==> src/rtl/osc_mon_pkg.sv <==
// Shared types and defaults for the oscillation-flag monitor.
package osc_mon_pkg;

  localparam int WIN_LEN_DEF = 64;
  localparam int THRESH_DEF  = 4;
  localparam int VEC_W_DEF   = 8;

  typedef enum logic [1:0] {
    S_IDLE  = 2'b00,
    S_MON   = 2'b01,
    S_ALARM = 2'b10
  } osc_state_e;

  // Plain-vector aliases of the enum so state_o can be driven without casts.
  localparam logic [1:0] ST_IDLE  = S_IDLE;
  localparam logic [1:0] ST_MON   = S_MON;
  localparam logic [1:0] ST_ALARM = S_ALARM;

endpackage

==> src/rtl/osc_sync_edge.sv <==
// Three-flop synchroniser for the asynchronous OscFlag plus an XOR edge
// detector on the two settled stages.
module osc_sync_edge (
  input  logic clk,
  input  logic rst_n,
  input  logic d_async,
  output logic edge_pulse
);

  logic ff1;
  logic ff2;
  logic ff3;

  // NOTE: flops use non-blocking (<=) so every stage samples the previous
  // stage's old value; blocking here would collapse the chain into one flop.
  always_ff @(posedge clk) begin
    if (!rst_n) begin
      ff1 <= 1'b0;
      ff2 <= 1'b0;
      ff3 <= 1'b0;
    end else begin
      ff1 <= d_async;
      ff2 <= ff1;
      ff3 <= ff2;
    end
  end

  assign edge_pulse = ff2 ^ ff3;

endmodule

==> src/rtl/osc_flag_monitor.sv <==
// Counts synchronised OscFlag toggles per fixed window, raises a sticky alarm at
// the threshold and captures the loop stimulus vector on alarm entry.
module osc_flag_monitor
  import osc_mon_pkg::*;
#(
  parameter  int WIN_LEN = WIN_LEN_DEF,
  parameter  int THRESH  = THRESH_DEF,
  parameter  int VEC_W   = VEC_W_DEF,
  localparam int CNT_W   = $clog2(WIN_LEN + 1)
) (
  input  logic             clk,
  input  logic             rst_n,
  input  logic             en,
  input  logic             clr,
  input  logic             osc_flag_async,
  input  logic [VEC_W-1:0] stim_vec,
  output logic             alarm,
  output logic [VEC_W-1:0] alarm_vec,
  output logic [CNT_W-1:0] win_toggles,
  output logic             win_done,
  output logic [1:0]       state_o
);

  if (THRESH < 1 || THRESH > WIN_LEN || WIN_LEN < 2) begin : g_bad_params
    $error("osc_flag_monitor: need WIN_LEN>=2 and 1<=THRESH<=WIN_LEN");
  end

  logic [1:0]       state;
  logic [CNT_W-1:0] win_cnt;
  logic [CNT_W-1:0] tog_cnt;
  logic [CNT_W-1:0] tog_next;
  logic             edge_pulse;
  logic             win_end;
  logic             thresh_hit;

  osc_sync_edge u_sync (
    .clk        (clk),
    .rst_n      (rst_n),
    .d_async    (osc_flag_async),
    .edge_pulse (edge_pulse)
  );

  // NOTE: tog_next gets its default before the conditional update, so no path
  // leaves it unassigned and no latch is inferred.
  always_comb begin
    tog_next = tog_cnt;
    if (edge_pulse && (tog_cnt != CNT_W'(WIN_LEN))) begin
      tog_next = tog_cnt + CNT_W'(1);
    end
  end

  assign win_end    = (win_cnt == CNT_W'(WIN_LEN - 1));
  assign thresh_hit = (tog_next >= CNT_W'(THRESH));

  always_ff @(posedge clk) begin
    if (!rst_n) begin
      state       <= ST_IDLE;
      win_cnt     <= '0;
      tog_cnt     <= '0;
      win_toggles <= '0;
      win_done    <= 1'b0;
      alarm       <= 1'b0;
      alarm_vec   <= '0;
    end else begin
      win_done <= 1'b0;
      case (state)
        ST_IDLE: begin
          win_cnt <= '0;
          tog_cnt <= '0;
          if (en) state <= ST_MON;
        end
        ST_MON: begin
          if (clr) begin
            win_cnt <= '0;
            tog_cnt <= '0;
          end else if (!en) begin
            state   <= ST_IDLE;
            win_cnt <= '0;
            tog_cnt <= '0;
          end else begin
            // Window end and threshold are independent: both may fire at once.
            if (win_end) begin
              win_done    <= 1'b1;
              win_toggles <= tog_next;
              win_cnt     <= '0;
              tog_cnt     <= '0;
            end else begin
              win_cnt <= win_cnt + CNT_W'(1);
              tog_cnt <= tog_next;
            end
            if (thresh_hit) begin
              state     <= ST_ALARM;
              alarm     <= 1'b1;
              alarm_vec <= stim_vec;
            end
          end
        end
        ST_ALARM: begin
          // Counters stay frozen; only clr leaves this state.
          if (clr) begin
            state <= ST_IDLE;
            alarm <= 1'b0;
          end
        end
        default: begin
          state <= ST_IDLE;
          alarm <= 1'b0;
        end
      endcase
    end
  end

  assign state_o = state;

endmodule

==> config.mk <==
export PLATFORM = sky130hd
export DESIGN_NAME = osc_flag_monitor
export DESIGN_NICKNAME = d
export VERILOG_FILES = /design/src/rtl/osc_mon_pkg.sv /design/src/rtl/osc_sync_edge.sv /design/src/rtl/osc_flag_monitor.sv
export SDC_FILE = /design/constraint.sdc
export NUM_CORES = 1
export LEC_CHECK = 0
export CELL_PAD_IN_SITES_DETAIL_PLACEMENT = 1
export CELL_PAD_IN_SITES_GLOBAL_PLACEMENT = 1
export CORE_UTILIZATION = 35
export CTS_CLUSTER_SIZE = 12
export DETAILED_ROUTE_END_ITERATION = 8
export PLACE_DENSITY = 0.68
export SETUP_SLACK_MARGIN = 0.5
export SYNTH_ARGS = -nofsm -noshare
export SYNTH_HDL_FRONTEND = slang
export SYNTH_SLANG_ARGS = --single-unit
==> constraint.sdc <==
create_clock -name clk -period 1.9 [get_ports clk]
set_input_delay 0.57 -clock clk [delete_from_list [all_inputs] [get_ports clk]]
set_output_delay 0.57 -clock clk [all_outputs]
set_load 0.01 [all_outputs]
==> impl_metrics.py <==
metrics = {
    "layout": {
        "antenna_cells_inserted": 0,
        "syn_to_final_growth_pct": 56.67,
        "layout_commonest_cell": "buf_4",
        "final_cell_area_mm2": 0.002764,
        "layout_common_cells": "buf_4 (37), nand2_1 (23), nor2_1 (21)",
        "drive_above_1_share": 0.5056,
        "layout.nets": 285,
        "layoutNonFillerInstCount": 336,
    },
    "placement": {
        "place.gp.congestion": 0.8097,
        "detailed_place.area_mm2": 0.002281,
        "numPortBuffers": 31,
        "place.detailed.hpwl_mm": 3.540,
        "placed_cells": 302,
    },
    "clocking": {
        "worstSkewPairLatency_ps": 290,
        "cts-root-to-sink-buffers": 2,
        "cts_num_sinks": 36,
        "post_cts_hold_buffer_count": 0,
        "clk_root_buffer_cell": "clkbuf_8",
        "cts_made_buffers": 5,
        "cts.clk_slew.worst_paths_ps": 80,
        "cts-htree-levels": 2,
        "cts_tree": "built",
    },
    "yosys": {
        "number_of_enable_type_register_cells_in_the_synthesized_netlist": 0,
        "synth_warnings": 0,
        "synth_seq_cells": 36,
        "post_synthesis_cell_type_count": 49,
        "postSynthCellCount": 198,
        "async_flop_share": 0,
        "syn-cell-area_mm2": 0.001764,
        "yosysSeqAreaShare": 0.4085,
        "synth_top_flop_cell": "dfxtp_1",
        "post_synthesis_net_count": 214,
        "synth_area_per_cell_um2": 8.910,
    },
    "timing": {
        "fmaxAchievable_mhz": 559.5,
        "timing_hold_violations_final": 0,
        "worst_slew_pin_slew_ps": 375.3,
        "relSlewSlack": 0.7498,
        "fin_crit_sh": 0.9407,
        "fin_setup_tns_ps": 0,
        "setup_viol": 0,
        "fin_worst_hold_slack_ps": 451.5,
        "grt_setup_unrepaired": "yes",
        "fin_skew_ps": 7.687,
        "post-route-min-period_ps": 1787,
        "drv_slew": 0,
    },
    "drt": {
        "remaining_drcs": 0,
        "drtIter0Drc": 51,
        "detail_route.wl_per_cell_um": 17.68,
        "drt_pass1_iterations": 4,
        "viasPerCell": 5.217,
        "route.antenna.remaining_nets": 0,
        "via_count": 1753,
        "wirelength_mm": 5.941,
    },
    "worst_setup_path": {
        "crit_required_ps": 2120,
        "worstPathMaxFanout": 5,
        "rr_worst_depth": 6,
        "crit_path_end_kind": "flip-flop",
        "crit_arrival_ps": 2000,
        "worstReg2RegStart": "tog_cnt[4]",
        "classification_of_the_worst_setup_path": "reg2reg",
        "type_of_element_launching_the_critical_path": "flip-flop",
        "critPathLaunch": "tog_cnt[4]",
    },
    "min_path": {
        "min_delay_startpoint": "u_sync.ff1",
        "hold_path_depth": 1,
        "hp-class": "reg2reg",
    },
    "grt": {
        "global_route_wire_length_before_repair_mm": 8.956,
        "grt_remaining_overflow": 0,
        "largest_net_degree_at_the_start_of_global_routing": 12,
        "first_global_vias": 1867,
        "track_usage": 0.2267,
        "grt_antenna_before_repair": 0,
    },
    "job": {
        "cap_violations": 0,
    },
    "floorplanning": {
        "rows": 25,
        "core_area_mm2": 0.004786,
        "fp.dieArea_mm2": 0.005328,
        "floorplan.initialDensity": 0.3686,
        "io-pin-count": 32,
        "die_x_um": 73.00,
        "floorplan.die.height_um": 73.00,
    },
    "pwr": {
        "p_leak_nw": 1.217,
        "vdd_ir_drop_max_v": 0.0003271,
        "post-layout-total-power_w": 0.001483,
        "powerDensity_mw_per_mm2": 536.6,
    },
    "status": {
        "status": "complete, no violations",
    },
}
## metal layers
| metal | share of wire | vias to the layer above | GRT usage |
|---|---|---|---|
| li1 | - | 834 | - |
| met1 | 0.41 | 876 | 0.2472 |
| met2 | 0.55 | 39 | 0.4280 |
| met3 | 0.032 | 4 | 0.04834 |
| met4 | 0.0086 | 0 | 0.07843 |
| met5 | 0 | - | 0 |
## path summary, 6_finish.rpt
| path | slack (ps) | end |
|---|---|---|
| max | 110 | alarm_vec[5] |
| min | 450 | u_sync.ff2 |
| max reg2reg | 110 | alarm_vec[5] |
| min reg2reg | 450 | u_sync.ff2 |
## cell families after synthesis
logic type,share of synthesized area
buffers and inverters,0.05248
flip-flops,0.4085
AO/OA/AOI/OAI,0.1794
adder cells (fa/ha/maj),0.02128
multiplexers,0.06809
XOR/XNOR,0.04894
AND/OR/NAND/NOR,0.2213
## cell usage after synthesis, types with 2 or more instances
| cell type | count | area, um^2 |
|---|---|---|
| a211oi_1 | 4 | 30.03 |
| a21oi_1 | 12 | 60.06 |
| or3_1 | 2 | 12.51 |
| buf_6 | 2 | 22.52 |
| a22oi_1 | 5 | 37.54 |
| o211a_1 | 2 | 20.02 |
| o21a_1 | 2 | 15.01 |
| dfxtp_1 | 36 | 720.7 |
| nand3b_1 | 2 | 15.01 |
| inv_1 | 3 | 11.26 |
| o21ai_0 | 6 | 30.03 |
| buf_2 | 8 | 40.04 |
| ha_1 | 3 | 37.54 |
| and2_1 | 3 | 18.77 |
| nand3_1 | 4 | 20.02 |
| nor2_1 | 23 | 86.33 |
| mux2i_1 | 12 | 120.1 |
| a31oi_1 | 2 | 12.51 |
| nand4_1 | 4 | 25.02 |
| xor2_1 | 2 | 17.52 |
| clkbuf_1 | 5 | 18.77 |
| xnor2_1 | 6 | 52.55 |
| nand2_1 | 24 | 90.09 |
## registers in the layout, summed over array words and instances (netlist names)
| register | cells |
|---|---|
| state_o | 2 |
| win_done | 1 |
| u_sync.ff2 | 1 |
| win_toggles | 7 |
| tog_cnt | 7 |
| alarm | 1 |
| u_sync.ff3 | 1 |
| win_cnt | 7 |
| alarm_vec | 8 |
| u_sync.ff1 | 1 |
## power by group
part	total (W)	internal, W	switching, W
clock network	0.000605	0.000323	0.000281
registers	0.000752	0.000747	0.00000535
logic	0.000126	0.0000680	0.0000580
## area by class of cell
class | instances | area [um^2]
timing repair buffer | 79 | 619.3
inverter | 3 | 11.26
tap | 67 | 83.83
clock buffer | 7 | 96.34
fill | 551 | 2022
sequential | 36 | 772.0
multi-input combinational | 144 | 1181
## worst max-delay path, cell delays in order (launching register included)
cell and delay [ps]:
dfxtp_1 400, and3_4 210, nand4_1 170, xnor2_2 220, a211oi_4 340, buf_6 180
mux2i_1 200
## timing repair
| action | CTS | global route |
|---|---|---|
| gates cloned | 1 | 0 |
| pin swaps | 16 | 14 |
| endpoints found under the setup margin | 52 | 33 |
| resized for setup | 138 | 21 |
| buffers inserted | 18 | 8 |
## through the flow
step | utilization | worst slack, ps
detailed placement | 0.4766 | -366.4
finish | 0.5775 | 112.7
CTS | 0.5469 | 141.5
global route | 0.5775 | 42.50
global placement | 0.4766 | -264.6
floorplan | - | 247.5
Note: power is estimated with default switching activity, not from simulation.
